[config.mk]
export PLATFORM = sky130hd
export DESIGN_NAME = button_input_arbiter
export DESIGN_NICKNAME = d
export VERILOG_FILES = /design/src/rtl/button_input_arbiter.sv
export SDC_FILE = /design/constraint.sdc
export NUM_CORES = 1
export LEC_CHECK = 0
export CORE_ASPECT_RATIO = 0.9
export CORE_MARGIN = 5
export CORE_UTILIZATION = 46
export CTS_BUF_LIST = sky130_fd_sc_hd__clkbuf_8
export CTS_CLUSTER_DIAMETER = 120
export DETAILED_ROUTE_END_ITERATION = 16
export PLACE_DENSITY_LB_ADDON = 0.05
export SYNTH_ARGS = -nofsm -noshare
export SYNTH_HDL_FRONTEND = slang
export SYNTH_SLANG_ARGS = --single-unit
[constraint.sdc]
create_clock -name sysclk -period 3.4 [get_ports sysclk]
set_clock_uncertainty 0.1 [all_clocks]
set_input_delay 0.85 -clock sysclk [delete_from_list [all_inputs] [get_ports sysclk]]
set_output_delay 0.85 -clock sysclk [all_outputs]
set_load 0.02 [all_outputs]
[src/rtl/button_input_arbiter.sv]
// Button input arbiter for the Simon game.
// Accepts one debounced button per window, reports press events and timeouts.
module button_input_arbiter #(
  parameter int unsigned TIMEOUT_CYCLES = 150000000,
  parameter int unsigned CNT_W          = 32
) (
  input  logic       sysclk,
  input  logic       reset,
  input  logic       enable,
  input  logic [3:0] clean_btn,
  output logic [3:0] btn_held,
  output logic       press_valid,
  output logic [1:0] press_idx,
  output logic       timeout,
  output logic       busy
);

  typedef enum logic [2:0] {
    IDLE,
    ARM,
    WAIT_PRESS,
    HELD,
    REJECT,
    EXPIRED
  } state_t;

  localparam logic [CNT_W-1:0] LIMIT =
    CNT_W'(TIMEOUT_CYCLES - 1);
  localparam logic TO_EN = (TIMEOUT_CYCLES != 0);

  state_t           state_q, state_d;
  logic [CNT_W-1:0] cnt_q, cnt_d;
  logic [3:0]       btn_held_q, btn_held_d;
  logic [1:0]       press_idx_q, press_idx_d;
  logic             press_valid_q, press_valid_d;
  logic             timeout_q, timeout_d;
  logic             busy_q, busy_d;

  logic       btn_any;
  logic       btn_multi;
  logic       btn_one;
  logic [1:0] btn_idx;
  logic       expire;
  logic       held_rel;

  // Classify the button vector: none, exactly one, or several pressed.
  always_comb begin
    btn_any   = |clean_btn;
    btn_multi = (clean_btn & (clean_btn - 4'd1)) != 4'd0;
    btn_one   = btn_any & ~btn_multi;
    btn_idx   = 2'd0;
    for (int i = 0; i < 4; i++) begin
      if (clean_btn[i]) btn_idx = 2'(i);
    end
    expire    = TO_EN && (cnt_q == LIMIT);
    held_rel  = (clean_btn & btn_held_q) == 4'd0;
  end

  // Next-state and registered-output logic.
  always_comb begin
    state_d       = state_q;
    cnt_d         = cnt_q;
    btn_held_d    = btn_held_q;
    press_idx_d   = press_idx_q;
    press_valid_d = 1'b0;
    timeout_d     = 1'b0;
    if (!enable) begin
      state_d    = IDLE;
      cnt_d      = '0;
      btn_held_d = 4'd0;
    end else begin
      unique case (state_q)
        IDLE: state_d = ARM;
        ARM: begin
          if (!btn_any) begin
            state_d = WAIT_PRESS;
            cnt_d   = '0;
          end
        end
        WAIT_PRESS: begin
          cnt_d = cnt_q + CNT_W'(1);
          if (btn_one) begin
            state_d     = HELD;
            btn_held_d  = clean_btn;
            press_idx_d = btn_idx;
          end else if (btn_multi) begin
            state_d = REJECT;
          end else if (expire) begin
            state_d   = EXPIRED;
            timeout_d = 1'b1;
          end
        end
        HELD: begin
          if (held_rel) begin
            press_valid_d = 1'b1;
            btn_held_d    = 4'd0;
            if (btn_any) begin
              state_d = ARM;
            end else begin
              state_d = WAIT_PRESS;
              cnt_d   = '0;
            end
          end
        end
        REJECT: begin
          cnt_d = cnt_q + CNT_W'(1);
          // Expiry wins so a release on the limit cycle cannot skip it.
          if (expire) begin
            state_d   = EXPIRED;
            timeout_d = 1'b1;
          end else if (!btn_any) begin
            state_d = WAIT_PRESS;
          end
        end
        EXPIRED: state_d = EXPIRED;
        default: state_d = IDLE;
      endcase
    end
    busy_d = (state_d == HELD) || (state_d == REJECT);
  end

  // State, counter and output registers.
  always_ff @(posedge sysclk or posedge reset) begin
    if (reset) begin
      state_q       <= IDLE;
      cnt_q         <= '0;
      btn_held_q    <= 4'd0;
      press_idx_q   <= 2'd0;
      press_valid_q <= 1'b0;
      timeout_q     <= 1'b0;
      busy_q        <= 1'b0;
    end else begin
      state_q       <= state_d;
      cnt_q         <= cnt_d;
      btn_held_q    <= btn_held_d;
      press_idx_q   <= press_idx_d;
      press_valid_q <= press_valid_d;
      timeout_q     <= timeout_d;
      busy_q        <= busy_d;
    end
  end

  assign btn_held    = btn_held_q;
  assign press_valid = press_valid_q;
  assign press_idx   = press_idx_q;
  assign timeout     = timeout_q;
  assign busy        = busy_q;

endmodule

Word level (Yosys, flattened, before mapping)
Cells that the tools add are included.

storage, ports and cells
  register bits after elaboration = 44
  output and inout port bits = 9
  bits of input ports = 7

operators by class
  $add $sub $neg = 2
  eq/ne operators = 12
  reductions and logical operators = 9
  bitwise logic cells = 4
  multiplexer cells = 28

operators by type and width
  cell                                                                      count
  32-bit two-way mux                                                        3
  32-bit case mux with 3 select lines                                       1
  32-bit by 1-bit adder with 32-bit output (second input constant)          1
  32-bit by 28-bit equality test with 1-bit output (second input constant)  1
  3-bit two-way mux                                                         7
  3-bit case mux with 6 select lines                                        1
  4-bit two-way mux                                                         3
  3-bit by 2-bit equality test with 1-bit output (second input constant)    3
  3-bit equality test (second input constant)                               3
  4-bit AND                                                                 2
  1-bit two-way mux                                                         8
  4-bit case mux with 2 select lines                                        1
  2-bit two-way mux                                                         3
  3-bit != test (second input constant)                                     2
  3-bit AND reduction                                                       2
  4-bit logical NOT                                                         1
  4-bit by 2-bit != test with 1-bit output (second input constant)          1
  4-bit nonzero test                                                        1
  4-bit OR reduction                                                        1
  4-bit by 1-bit subtractor with 4-bit output (second input constant)       1
  3-bit by 1-bit equality test with 1-bit output (second input constant)    1
  3-bit logical NOT                                                         1
  3-bit by 1-bit != test with 1-bit output (second input constant)          1
  1-bit case mux with 2 select lines                                        1
  other kinds (5)                                                           5

Logic depth before layout (Yosys ltp)
  depth after elaboration = 10
  depth in mapped cells = 8
  mapped depth without buffers = 7

Worst setup path before layout
OpenSTA, ideal clock, no wires.

  path type = input port to flip-flop
  start = input port clean_btn[3]
  end = register cnt_q[19]
  library setup time = 0.132 ns
  data arrival time = 2.367 ns
  stages = 8
  path slack = 0.801 ns
  cells stage by stage = buf_2 > or4_4 > o21ai_2 > o2111a_1 > buf_4 > nand3_1 > xor2_1 > nor2_1

on the way
  word-level cells in the longest chain between the ends = 5
  elaborated cells between the ends (all ways) = 9
  those cells by class = eq/ne: 1; mux: 4; bitwise: 1; reduce/logical: 3

ends and longest elaborated chain
  what                                 RTL line  source
  start: declaration                   10        input logic [3:0] clean_btn,
  4-bit OR reduction                   48        btn_any = |clean_btn;
  32-bit two-way mux (2 in series)     n/a
  32-bit case mux with 3 select lines  n/a
  32-bit two-way mux                   n/a
  end signal: assignment               134       cnt_q <= cnt_d;
  end: declaration                     32        logic [CNT_W-1:0] cnt_q, cnt_d;

Several ways; a longest one is shown, not always the timed one. The select of a mux whose other input is x is not followed.
A chain may end at the register's enable or synchronous reset.

Worst setup path after layout
  start = input port clean_btn[3]
  end = register btn_held_q[0], in the netlist btn_held[0]

on the way
  word-level cells in the longest chain between the ends = 7
  elaborated cells between the ends (all ways) = 11
  those cells by class = add/sub: 1; eq/ne: 2; bitwise: 4; reduce/logical: 4

ends and longest elaborated chain
  what                                         RTL line  source
  4-bit by 1-bit subtractor with 4-bit output  49        btn_multi = (clean_btn & (clean_btn - 4'd1)) != 4'd0;
  4-bit AND                                    49
  4-bit nonzero test                           49
  1-bit NOT                                    50        btn_one = btn_any & ~btn_multi;
  1-bit AND                                    50
  3-bit != test (no source line)               n/a
  3-bit AND reduction (no source line) *       n/a
  end signal: assignment                       135       btn_held_q <= btn_held_d;
  end: declaration                             33        logic [3:0] btn_held_q, btn_held_d;

Every way passes the cells marked *; elsewhere a longest branch is shown, timed or not.

==> metrics.md <==
| Metric | Value |
|---|---|
| Status | complete, no violations |
| Fillers | between 400 and 500 |
| Slew @ Worst Pin | 0.816 ns |
| Net count of the mapped netlist | 266 |
| Worst skew pair latency | around 0.3 ns |
| Pin count of the biggest net entering global routing | 24 |
| CP Class | input port to flip-flop |
| CP max FO | 9 |
| Final min period | about 2.9 ns |
| Pwr Total | 0.966 mW |
| Crit start category | input port |
| Starting density of the core | 0.466 |
| Final net count | 283 |
| Syn Area/Cell | 9.32 um2 |
| TritonCTS Sinks | 44 |
| Routed Antenna Nets | 0 |
| First-pass GRT wire length | 8670 um |
| Gr usage total | 0.163 |
| Initial antenna violation count | 0 |
| H-tree lvl count | 2 |
| Fmax | roughly 340 MHz |
| Synth Warn # | 0 |
| RSZ-0062 raised after global routing | false |
| Routed via count | 1849 |
| Commonest cells after routing, fill and taps aside | 44 x dfrtp_1, 39 x nor2_1, 29 x xor2_1 |
| DRT Wirelength | between 5000 and 6000 um |
| Peak VDD IR | between 0.2 and 0.3 mV |
| CTS tree | built |
| Relative slew slack | 0.453 |
| DIE HEIGHT | around 79 um |
| Period utilization | 0.859 |
| Cells after synthesis | around 260 |
| Cell Area, Synth | roughly 2400 um2 |
| Max-cap check violation count | 0 |
| Root Buffer Master | clkbuf_8 |
| Hold_buf cts | 0 |
| Fraction of synthesis flops using an asynchronous set or reset pin | 1.00 |
| Worst EP arrival | 3.04 ns |
| Vias in the first global route | 1759 |
| Clock buffer count from CTS | 5 |
| Drt drc | 0 |
| Critical-path top delay cell | o31ai_2 |
| Top delay family on crit path | compound AO/OA/AOI/OAI gates |
| Dpl hpwl | around 3600 um |
| WL/cell | 14.7 um |
| Hold crit path type | flip-flop to flip-flop |
| Post-synth EDFFs | 0 |
| Grt total ovfl | 0 |
| Die Wd | about 86 um |
| Via density per instance | approximately 5.4 |
| Critical Path End Type | flip-flop |
| Port Buffers | 15 |
| Final Util | 0.529 |
| Final Hold Fails | 0 |
| Minimum hold slack | around 0.38 ns |
| Max stage delay on crit path | roughly 0.53 ns |
| WP data required | 3.52 ns |
| Overall die area | roughly 6800 um2 |
| Setup violations, final | 0 |
| Layout cells sized above 1 | 0.0833 |
| Clock tree buffer depth | 2 |
| Critical-path cell list | clkdlybuf4s50_1, buf_4, a22o_1, a221oi_1, nor2b_1, o31ai_2, mux2i_1 |
| Commonest non-fill, non-tap cell in the layout | dfrtp_1 |
| RePlAce Congestion | 0.767 |
| Pre-antenna DRT Iters | 5 |
| Leak | about 1.2 nW |
| Clock transition at the registers of the reported paths | 0.08 ns |
| Antenna Diode Count | 0 |
| Layout area overhead | 13.6% |
| # resized after CTS | 0 |
| Pwr/cell area | 354 nW/um2 |
| DRT iter0 DRCs | 150 |
| I/O pin count | 16 |
| Buf/Inv on CP | 2 |
| Core ar. | 5160 um2 |
| Main synth FF type | dfrtp_1 |
| Fraction of the yosys area taken by sequential cells | 0.458 |
| Setup_tns | 0 ns |
| Final slew viol count | 0 |
| Synth Register Bits | 44 |
| Post-CTS Setup Bufs | 0 |
| Core Rows | 25 |
| Count of cell types in the netlist | 46 |
area by class of cell:
type | count | area, um2 | area share
repair buffers | 23 | 210 | 0.0770
inverters | 10 | 37.5 | 0.0137
flip-flops and latches | 44 | 1100 | 0.403
clock buffers | 6 | 82.6 | 0.0302
clock inverters | 2 | 7.51 | 0.00275
well taps | 67 | 83.8 | 0.0307
multi-input cells | 191 | 1210 | 0.443
path summary, 6_finish.rpt:
check	startpoint	endpoint	slack [ns]	depth (start not counted)
worst min-delay path	press_idx[1]	press_idx[1]	0.38	2
worst min register to register	press_idx[1]	press_idx[1]	0.38	2
max in group asynchronous	reset	cnt_q[25]	1.80	3
min in group asynchronous	reset	cnt_q[23]	0.81	2
worst max-delay path	clean_btn[3]	btn_held[0]	0.48	7
worst max register to register	cnt_q[28]	busy	0.93	6
where the power goes:
group	switching (mW)	internal, mW	total, mW
Sequential	0.00709	0.530	0.537
Clock	0.174	0.160	0.334
Combinational	0.0573	0.0373	0.0946
Total	0.239	0.728	0.966
worst reg2reg max path, cell delays in order (launching register included):
cell and delay (ns):
dfrtp_1 0.41, nor4b_1 0.40, nand3_1 0.16, or4_4 0.56
a2111oi_4 0.38, a311oi_1 0.09, a211oi_1 0.27
through the flow:
stage,worst slack [ns],instances,cell area (um2)
2_1_floorplan,0.801,258,2400
3_3_place_gp,0.159,335,2640
3_5_place_dp,0.148,335,2640
4_1_cts,0.479,343,2730
5_1_grt,0.330,343,2730
6_report,0.479,343,2730
sequential cells by signal, summed over array words and instances (netlist names):
signal	flops
cnt_q	32
btn_held	4
state_q	3
press_idx	2
busy	1
press_valid	1
timeout	1
layer usage:
metal  GRT usage  share of wire  vias to the layer above
met5           0              0                        -
met4      0.0514          0.014                        0
met3      0.0357          0.047                        8
met2       0.230           0.41                       32
met1       0.246           0.53                      871
li1            -              -                      938
kinds of logic after synthesis:
family,after synthesis,synth area share
AO/OA/AOI/OAI,34,0.107
flip-flops,44,0.458
adder cells (fa/ha/maj),2,0.00936
AND/OR/NAND/NOR,121,0.260
multiplexers,5,0.0208
XOR/XNOR,29,0.106
buffers and inverters,23,0.0395
Yosys cell counts, types with 3 or more instances:
master | count | area (um2)
nand3_1 | 15 | 75.1
dfrtp_1 | 44 | 1100
and3_1 | 5 | 31.3
nand2_1 | 24 | 90.1
o22ai_1 | 3 | 18.8
clkbuf_1 | 6 | 22.5
nand2b_1 | 3 | 18.8
buf_2 | 4 | 20.0
inv_1 | 10 | 37.5
mux2i_1 | 5 | 50.1
nor2_1 | 39 | 146
nor4_1 | 3 | 18.8
a21oi_1 | 7 | 35.0
xor2_1 | 29 | 254
and4_1 | 5 | 43.8
nand4_1 | 13 | 81.3
o21ai_0 | 7 | 35.0
Note: power is estimated with default switching activity, not from simulation.
